## src/rtl/mux_rr_arbiter.sv

```systemverilog
// ---------------------------------------------------------------------------
// mux_rr_arbiter
//
// Round-robin arbiter that owns a shared 4:1 mux. One requester at a time is
// granted the mux. The grant and select are registered, and the selected input
// is presented downstream with a valid flag.
//
// Optional feature macro: MUX_ARB_TIMEOUT_EN
//   When defined, an owner that has held the grant for MAX_HOLD cycles is
//   forced to hand over when another requester is pending. When undefined,
//   the owner keeps the grant until it drops its request.
//
// Parameters:
//   WIDTH     data width of in0..in3 and out
//   MAX_HOLD  maximum consecutive grant cycles under contention (2..255).
//             Only used with MUX_ARB_TIMEOUT_EN.
//
// Ports:
//   clk        rising-edge clock
//   rst        asynchronous active-high reset
//   req[3:0]   request per requester, held high while it wants the mux
//   in0..in3   requester data
//   gnt[3:0]   one-hot registered grant
//   sel[1:0]   registered mux select (index of the granted requester)
//   valid      |gnt
//   out        in[sel] while valid, otherwise 0 (combinational)
// ---------------------------------------------------------------------------
module mux_rr_arbiter #(
  parameter int unsigned WIDTH    = 1,
  parameter int unsigned MAX_HOLD = 8
) (
  input  logic             clk,
  input  logic             rst,
  input  logic [3:0]       req,
  input  logic [WIDTH-1:0] in0,
  input  logic [WIDTH-1:0] in1,
  input  logic [WIDTH-1:0] in2,
  input  logic [WIDTH-1:0] in3,
  output logic [3:0]       gnt,
  output logic [1:0]       sel,
  output logic             valid,
  output logic [WIDTH-1:0] out
);

  // Reject an illegal hold limit at elaboration time.
  if (MAX_HOLD < 2 || MAX_HOLD > 255) begin : g_max_hold_check
    $error("mux_rr_arbiter: MAX_HOLD must be in 2..255");
  end

  typedef enum logic {
    IDLE  = 1'b0,
    GRANT = 1'b1
  } state_t;

  state_t     state_q;
  logic [3:0] gnt_q;
  logic [1:0] sel_q;
  logic [1:0] last_q;

  // In GRANT, sel_q is always the owner's index.
  logic [3:0] owner_mask;
  logic       owner_req;
  logic [3:0] cand;

  assign owner_mask = 4'b0001 << sel_q;
  assign owner_req  = |(req & owner_mask);
  // While someone owns the mux, the owner never competes against itself.
  // This lets a release or a timeout hand the grant straight to somebody else.
  assign cand       = (state_q == GRANT) ? (req & ~owner_mask) : req;

  // Rotate the candidates so that bit 0 is the index after last_q. A plain
  // lowest-bit-first priority encode then gives the round-robin order.
  logic [3:0] rot;
  for (genvar gi = 0; gi < 4; gi++) begin : g_rot
    logic [1:0] idx;
    assign idx     = last_q + 2'(gi + 1);
    assign rot[gi] = cand[idx];
  end

  logic       win_found;
  logic [1:0] win_off;
  logic [1:0] win_idx;

  always_comb begin
    win_found = |rot;
    win_off   = 2'd0;
    for (int k = 3; k >= 0; k--) begin
      if (rot[k]) win_off = 2'(k);
    end
  end

  assign win_idx = last_q + win_off + 2'd1;

`ifdef MUX_ARB_TIMEOUT_EN
  localparam logic [7:0] HOLD_LAST = 8'(MAX_HOLD - 1);
  logic [7:0] hold_q;
  logic       hold_expired;
  assign hold_expired = (hold_q == HOLD_LAST);
`else
  logic       hold_expired;
  assign hold_expired = 1'b0;
`endif

  always_ff @(posedge clk or posedge rst) begin
    if (rst) begin
      state_q <= IDLE;
      gnt_q   <= 4'b0000;
      sel_q   <= 2'd0;
      last_q  <= 2'd3;  // requester 0 searched first after reset
`ifdef MUX_ARB_TIMEOUT_EN
      hold_q  <= 8'd0;
`endif
    end else begin
      case (state_q)
        IDLE: begin
          if (win_found) begin
            state_q <= GRANT;
            gnt_q   <= 4'b0001 << win_idx;
            sel_q   <= win_idx;
            last_q  <= win_idx;
`ifdef MUX_ARB_TIMEOUT_EN
            hold_q  <= 8'd0;
`endif
          end
        end
        GRANT: begin
          // The owner keeps the mux unless it releases. It also gives it up if
          // the hold limit is hit while someone else is waiting.
          if (owner_req && !(hold_expired && win_found)) begin
`ifdef MUX_ARB_TIMEOUT_EN
            if (!hold_expired) hold_q <= hold_q + 8'd1;
`endif
          end else if (win_found) begin
            gnt_q   <= 4'b0001 << win_idx;
            sel_q   <= win_idx;
            last_q  <= win_idx;
`ifdef MUX_ARB_TIMEOUT_EN
            hold_q  <= 8'd0;
`endif
          end else begin
            // sel_q deliberately keeps its value while idle.
            state_q <= IDLE;
            gnt_q   <= 4'b0000;
          end
        end
        default: begin
          state_q <= IDLE;
          gnt_q   <= 4'b0000;
        end
      endcase
    end
  end

  assign gnt   = gnt_q;
  assign sel   = sel_q;
  assign valid = |gnt_q;

  always_comb begin
    out = '0;
    if (valid) begin
      case (sel_q)
        2'd0:    out = in0;
        2'd1:    out = in1;
        2'd2:    out = in2;
        default: out = in3;
      endcase
    end
  end

endmodule

```

## config.mk

```make
export PLATFORM = sky130hd
export DESIGN_NAME = mux_rr_arbiter
export DESIGN_NICKNAME = d
export VERILOG_FILES = /design/src/rtl/mux_rr_arbiter.sv
export SDC_FILE = /design/constraint.sdc
export NUM_CORES = 1
export LEC_CHECK = 0
export ABC_CLOCK_PERIOD_IN_PS = 3500
export CAP_MARGIN = 20
export CORE_UTILIZATION = 50
export CTS_CLUSTER_DIAMETER = 80
export CTS_CLUSTER_SIZE = 28
export DETAILED_ROUTE_END_ITERATION = 10
export PLACE_DENSITY = 0.81
export SYNTH_ARGS = -nofsm -noshare
export SYNTH_HDL_FRONTEND = slang
export SYNTH_SLANG_ARGS = --single-unit
export TNS_END_PERCENT = 1
```

## constraint.sdc

```tcl
create_clock -name clk -period 3.5 [get_ports clk]
set_input_delay 0.35 -clock clk [delete_from_list [all_inputs] [get_ports clk]]
set_output_delay 0.35 -clock clk [all_outputs]
set_load 0.01 [all_outputs]
```

; Word-level counts from Yosys, hierarchy flattened
; Index checks and enable logic that the tools add are counted.
[totals]
reg_bits = 9
latchBits = 0
mem_bits_rw = 0
rom_bits = 0
input_bits = 10
out_inout_bits = 8
word_cells = 56
n_memories = 0
[classes]
addsub = 5
mul = 0
div_mod_pow = 0
order_cmp = 4
n_eq_ne = 4
n_shift = 2
n_mux = 28
bitwise_logic = 4
n_reduce_logical = 5
[ops]
columns = op, n
row1 = 2-bit 2-to-1 mux, 8
row2 = 4-bit 2-to-1 mux, 4
row3 = 2-bit by 3-bit < comparator with 1-bit output (second input constant), 4
row4 = 4-bit OR reduction, 3
row5 = 4-bit AND, 2
row6 = 1-bit binary-select mux with 2-bit select, 4
row7 = 2-bit case mux with 2 select lines, 2
row8 = 4-bit case mux with 2 select lines, 1
row9 = 1-bit by 2-bit left shift with 4-bit output (first input constant), 2
row10 = 1-bit 2-to-1 mux, 7
row11 = 2-bit by 1-bit adder with 2-bit output (second input constant), 2
row12 = 2-bit adder (second input constant), 2
row13 = 2-bit != test (second input constant), 2
row14 = 4-bit inverter, 1
row15 = 1-bit case mux with 3 select lines, 1
row16 = 2-bit adder, 1
row17 = 2-bit by 1-bit == test with 1-bit output (second input constant), 1
row18 = 2-bit == test (second input constant), 1
row19 = 2-bit zero test, 1
row20 = 1-bit case mux with 2 select lines, 1
row21 = 2-bit AND reduction, 1
row22 = 1-bit inverter, 1

; Longest topological paths before layout
[depth]
word_depth = 16
depth_mapped = 13
ltp_nobuf = 11

; Worst setup path before layout
; OpenSTA, ideal clock, no wires.
[synth_path]
kind = register to register
from = register sel_q[1] (netlist: sel[1])
to = register gnt_q[2] (netlist: gnt[2])
setup_ns = 0.121
arrival_time_ns = 2.449
required_time_ns = 3.379
setup_slack_ns = 0.929
path_stages_with_launch = 11
n_path_buf = 1
synth_period_minus_slack_ns = 2.571
path_cell_list = dfrtp_1 buf_6 mux2_2 o22ai_1 nor2b_1 o41ai_1 ha_1 inv_1 o211ai_1 nand4_2 a32o_2
[synth_between]
elab_chain_len = 16
word_cells_on_any_way = 29
cone_classes = add/sub: 2 / eq/ne: 2 / shift: 2 / mux: 17 / bitwise: 3 / reduce/logical: 3
[synth_rtl]
columns = item, line
row1 = "start, declared", 57  ; logic [1:0] sel_q;
row2 = "start signal, assigned", 119  ; sel_q <= win_idx;
row3 = "start signal, assigned", 135  ; sel_q <= win_idx;
row4 = 1-bit by 2-bit left shift with 4-bit output (*), 65  ; assign owner_mask = 4'b0001 << sel_q;
row5 = 4-bit inverter, 69  ; assign cand = (state_q == GRANT) ? (req & ~owner_mask) : req;
row6 = 4-bit AND, 69
row7 = 4-bit 2-to-1 mux, 69
row8 = 1-bit binary-select mux with 2-bit select, 77  ; assign rot[gi] = cand[idx];
row9 = 1-bit 2-to-1 mux (not written as such), 77
row10 = 2-bit 2-to-1 mux (4 in series), 88  ; if (rot[k]) win_off = 2'(k);
row11 = 2-bit adder, 92  ; assign win_idx = last_q + win_off + 2'd1;
row12 = 2-bit by 1-bit adder with 2-bit output, 92
row13 = 1-bit by 2-bit left shift with 4-bit output, "118, 134"
row14 = 4-bit 2-to-1 mux, 133  ; end else if (win_found) begin
row15 = 4-bit 2-to-1 mux, 129  ; if (owner_req && !(hold_expired && win_found)) begin
row16 = 4-bit case mux with 2 select lines, 114  ; case (state_q)
row17 = "end signal, assigned", 118  ; gnt_q <= 4'b0001 << win_idx;
row18 = "end signal, assigned", 134  ; gnt_q <= 4'b0001 << win_idx;
row19 = "end, declared", 56  ; logic [3:0] gnt_q;
; Mark *: on every way between the ends. The rest lies on a longest branch, timed or not. The select of a mux whose other input is x is not followed.
; A chain may end at the register's enable or synchronous reset.

; Final worst setup path
[layout_path]
from = input port req[3]
to = register gnt_q[2] (netlist: gnt[2])
[layout_between]
elab_chain_len = 14
word_cells_on_any_way = 27
cone_classes = add/sub: 2 / eq/ne: 2 / shift: 1 / mux: 17 / bitwise: 2 / reduce/logical: 3
[layout_rtl]
columns = item, line
row1 = "start, declared", 34  ; input logic [3:0] req,
row2 = 4-bit AND, 69
row3 = 4-bit 2-to-1 mux, 69
row4 = 1-bit binary-select mux with 2-bit select, 77
row5 = 1-bit 2-to-1 mux (not written as such), 77
row6 = 2-bit 2-to-1 mux (4 in series), 88
row7 = 2-bit adder, 92
row8 = 2-bit by 1-bit adder with 2-bit output, 92
row9 = 1-bit by 2-bit left shift with 4-bit output, "118, 134"
row10 = 4-bit 2-to-1 mux, 133
row11 = 4-bit 2-to-1 mux, 129
row12 = 4-bit case mux with 2 select lines, 114
; Several ways; a longest one is shown, not always the timed one. The select of a mux whose other input is x is not followed.

==> impl_metrics.tcl <==
set metrics [dict create \
    report.power.total_uw 1093 \
    period_needed_ps 2941 \
    post_route_cells_drive_above_1_share 0.1765 \
    finalHoldViolations 0 \
    cts_max_path_buffers 2 \
    postSynthNetCount 131 \
    fin_util 0.6597 \
    synth.lib_cells_used.distinct 52 \
    first_iter_violations 50 \
    post-cts-setup-buffer-count 0 \
    timing.rr.start "state_q$_DFF_PP0_" \
    yosys_register_bits 9 \
    drt-total-wl_mm 2.496 \
    cts.clk_slew.worst_paths_ps 70 \
    reg2reg_to "gnt[2]$_DFFE_PP0P_" \
    die_height_um 46.69 \
    core.rowCount 15 \
    post-route-cell-area_um2 1189 \
    gate_count_after_technology_mapping 119 \
    synth_top_cell_area_share 0.1754 \
    totalNegativeSetupSlack_ps 0 \
    setup_viol 0 \
    crit_end "gnt[2]$_DFFE_PP0P_" \
    detailed_place_hpwl_mm 1.849 \
    worst_skew_pair.late_latency_ps 260 \
    grt_pass1_wl_mm 4.209 \
    grt_residual_overflow 0 \
    pin_count_of_the_biggest_net_entering_global_routing 17 \
    cts.sinks 9 \
    fin_skew_ps 4.113 \
    yosys.cell_count.top_type "nand2_1" \
    max_fo_critical_path 13 \
    synth_common_cells "nand2_1 (13), a21oi_1 (7), dfrtp_1 (7), o21ai_0 (7)" \
    largest_voltage_drop_on_the_vdd_net_mv 0.6308 \
    firstDrtPassIters 4 \
    finalWeightedCongestion 0.9713 \
    syn_to_final_growth_pct 19.05 \
    timing.critical_path.to_type "flip-flop" \
    powerDensity_nw_per_um2 919.6 \
    floorplan.initialDensity 0.5542 \
    nNetsFinal 149 \
    post_synth_main_area_contributors "dfrtp_1 (18%), dfstp_2 (5.3%), nand2_1 (4.9%)" \
    critical_path_required_ps 3640 \
    diodes_inserted 0 \
    post_drt_wl_per_cell_um 15.50 \
    synth_warnings 0 \
    mean_post_synth_cell_area_um2 8.390 \
    post_cts_hold_buffer_count 0 \
    root_buffer "clkbuf_4" \
    grt.total_usage 0.2784 \
    htreeDepth 1 \
    grt_antenna_before_repair 0 \
    cts_resized 0 \
    leakage_uw 0.0004937 \
    layout_worst_path_cycle_share 0.8404 \
    design.portCount 18 \
    synth_enable_flop_cells 0 \
    max_freq_mhz 340.0 \
    crit_start "req[3]" \
    worstSetupStartpointType "primary input" \
    timing.hold.ws_ps 349.6 \
    ant_nets 0 \
    die_area_um2 2179 \
    synth_area_leader_cell "dfrtp_1" \
    slew_violations 0 \
    netlist_area_um2 998.5 \
    core_area_um2 1802 \
    synth_async_sr_flop_share 1.000 \
    first_global_vias 908 \
    dr_total_vias 989 \
    rr_worst_depth 9 \
    io_buffer_count 17 \
    cts_made_buffers 3 \
    timing.setup.critical_path_class "primary input to flip-flop" \
    placed_area_um2 1162 \
    slew_of_the_pin_with_the_lowest_slew_margin_ps 472.9 \
    vias_per_cell 6.143 \
    reg2reg_slack_ps 670 \
    cts_tree "yes" \
    die-width_um 46.69 \
    synth-main-ff-cell "dfrtp_1" \
    timing.slew.headroom 0.6814 \
    synth-seq-area-share 0.2281 \
    drcViolationCount 0 \
    rsz_0062_raised_after_global_routing "no" \
    worst-endpoint-arrival_ps 3080 \
    run_status "complete, no violations" \
    min_path_type "primary input to asynchronous set/reset pin" \
    max_cap_violations 0 \
]
sequential cells by signal, indices dropped and copies added (netlist names):
signal   count
gnt          4
last_q       2
sel          2
state_q      1
kinds of logic after synthesis:
group,after synthesis,share of synthesized area
AOI/OAI and AO/OA,36,0.2556
adders and majority gates,2,0.02506
buffers and inverters,15,0.09773
DFF,9,0.2281
muxes,6,0.09272
and+or+nand+nor,51,0.3008
per-layer routing:
layer,vias up,global-route usage,share of wire,routed length (um)
li1,480,-,-,-
met1,467,0.4139,0.44,1107
met2,39,0.3972,0.48,1206
met3,3,0.05490,0.069,171
met4,0,0.09143,0.0048,12
met5,-,0,0,0
through the flow:
step | setup slack [ps] | std cells
after floorplan | 929.3 | 119
after global placement | 448.5 | 157
after detailed placement | 302.2 | 157
after CTS | 573.3 | 161
after global routing | 355.3 | 161
final | 558.6 | 161
layout by cell type (no fill, tap or decap), drive strengths merged, types with 2 or more instances in the layout:
cell	instances
a21oi	8
ha	2
buf	5
o31ai	2
and2	3
nand2b	3
dfrtp	7
o211ai	2
mux4	2
nor2	6
o22ai	3
nor3	2
mux2	3
nand3b	2
nand2	13
dfstp	2
nand3	6
nand4	4
nor2b	4
clkbuf	4
o21ai	8
clkdlybuf4s50	17
o21a	2
inv	6
area by class of cell:
cell class | instances | area, um2
Fill cell | 156 | 613.1
Inverter | 6 | 22.52
Timing Repair Buffer | 22 | 207.7
Multi-Input combinational cell | 95 | 673.1
Clock buffer | 4 | 26.28
Tap cell | 25 | 31.28
Sequential cell | 9 | 227.7
where the power goes:
| group | internal, uW | switching [uW] |
|---|---|---|
| sequential | 161 | 64.4 |
| combinational | 369 | 418 |
| clock | 43.9 | 36.8 |
how the worst min path moves through the flow:
stage,end,slack [ps],cells after the start
floorplan,gnt[0]$_DFFE_PP0P_,180,1
global placement,gnt[2]$_DFFE_PP0P_,500,1
detailed placement,gnt[1]$_DFFE_PP0P_,500,2
CTS,gnt[0]$_DFFE_PP0P_,360,2
global route,state_q$_DFF_PP0_,410,2
finish,gnt[0]$_DFFE_PP0P_,350,2
worst max-delay path, cell delays in order:
cell	delay, ps
clkdlybuf4s50_1	720
mux2_2	230
o22ai_1	90
nor2b_1	170
o41ai_1	470
ha_1	340
inv_1	110
o211ai_1	110
nand4_2	180
a32o_2	300
Power figures use the tool's default switching activity.
==> patch, RTL diff (same settings) <==
Add a define of `MUX_ARB_TIMEOUT_EN`.
--- a/src/rtl/mux_rr_arbiter.sv
+++ b/src/rtl/mux_rr_arbiter.sv
@@ -25,6 +25,8 @@
 //   valid      |gnt
 //   out        in[sel] while valid, otherwise 0 (combinational)
 // ---------------------------------------------------------------------------
+`define MUX_ARB_TIMEOUT_EN
+
 module mux_rr_arbiter #(
   parameter int unsigned WIDTH    = 1,
   parameter int unsigned MAX_HOLD = 8
Formal check against the unedited RTL: not equivalent (a bounded check fails within 10 cycles, from zero or initial values and one cycle with rst high).
==> patch against the unedited design <==
- die area increased by 18%
- synthesized area increased by 19%
- setup slack improved by 0.24 ns
- cell area increased by 17%
- critical endpoint is now gnt[3]
- power increased by 17%
- final cell count increased by 7.5%
- global-route usage decreased by 5.0 points
- sequential cell count increased by 8
- critical path depth unchanged
- wire length increased by 2.7%
- critical path type is now reg2reg
==> patch: results (changes against the unedited design) <==
Signal buffers=17 (was 22); M1 GR Usage=0.3117 (was 0.4139); nets@finish=158 (was 149); Metal-1 WL=1150 um (was 1107 um); fin util=0.6224 (was 0.6597); placed cell area=0.001360 mm^2 (was 0.001162 mm^2); vias in the first global route=964 (was 908); register area share after synthesis=0.3600 (was 0.2281); FFs & Latches=17 (was 9); Final WS setup=0.7978 ns (was 0.5586 ns); Syn Area/Cell=9.286 um^2 (was 8.390 um^2); gpl congestion=0.9024 (was 0.9713); CP top delay family=simple AND/OR/NAND/NOR gates (was compound AO/OA/AOI/OAI gates); worst path arrival time=2.93 ns (was 3.08 ns); first-pass GRT wire length=4429 um (was 4209 um); synth top area cells=dfrtp_1, o21ai_0, nand2_1 (was dfrtp_1, dfstp_2, nand2_1); largest fanout on the critical path=11 (was 13); peak supply drop=0.5608 mV (was 0.6308 mV); met3 Use GR=0.03030 (was 0.05490); largest net degree at the start of global routing=18 (was 17); Placed Instances=169 (was 157); power in the clock group=0.107 mW (was 0.0807 mW); hold slack=0.4139 ns (was 0.3496 ns); RR Startpoint=sel[0] (was state_q); Filler cells=194 (was 156); met2 Track Usage GR=0.3867 (was 0.3972); pre-CTS setup slack=0.7416 ns (was 0.3022 ns); CP Capture Point=gnt[3] (was gnt[2]); Synth cell types=45 (was 52); Post-Layout Cell Count=173 (was 161); gr usage total=0.2281 (was 0.2784); leakage=0.5958 nW (was 0.4937 nW); detail-routed net length per standard cell=14.82 um (was 15.50 um); status=finished clean (unchanged); register area=427.9 um^2 (was 227.7 um^2); Worst Reg-to-Reg Cells=10 (was 9); Clock power frac=0.083 (was 0.074); Layout clock area frac=0.02160 (was 0.02211); Multi-input gate area=708.2 um^2 (was 673.1 um^2); met3 wire len=108 um (was 171 um); worst rel slew slack=0.5932 (was 0.6814); #MultiIn Comb=102 (was 95); Signal buf overhead=0.1224 (was 0.1747); DP HPWL=1965 um (was 1849 um); DR WL met2=1288 um (was 1206 um)
[patch: cell count changes in the layout (fill, tap and decap cells not counted), sizes merged, moves of 3 or more]
cell    unedited run  this run
nor2b              4         0
a21oi              8         4
nand3              6         2
nand4              4         0
xnor2              0         4
buf                5         0
and2               3         6
o21ai              8        16
a211oi             0         4
mux2i              1         5
dfrtp              7        15
and3               1         4
nand2             13        16
[patch: cell families (layout without fill, tap and decap cells)]
| kind of cell | Yosys count | after routing | share of synthesized area |
|---|---|---|---|
| compound gates | 42 | 42 | 0.2453 |
| xor+xnor | 5 | 5 | 0.03684 |
| fa+ha+maj | 2 | 2 | 0.02105 |
| buf+inv | 9 | 26 | 0.04421 |
| flops | 17 | 17 | 0.3600 |
| mux | 9 | 9 | 0.09579 |
| simple gates | 44 | 44 | 0.1969 |
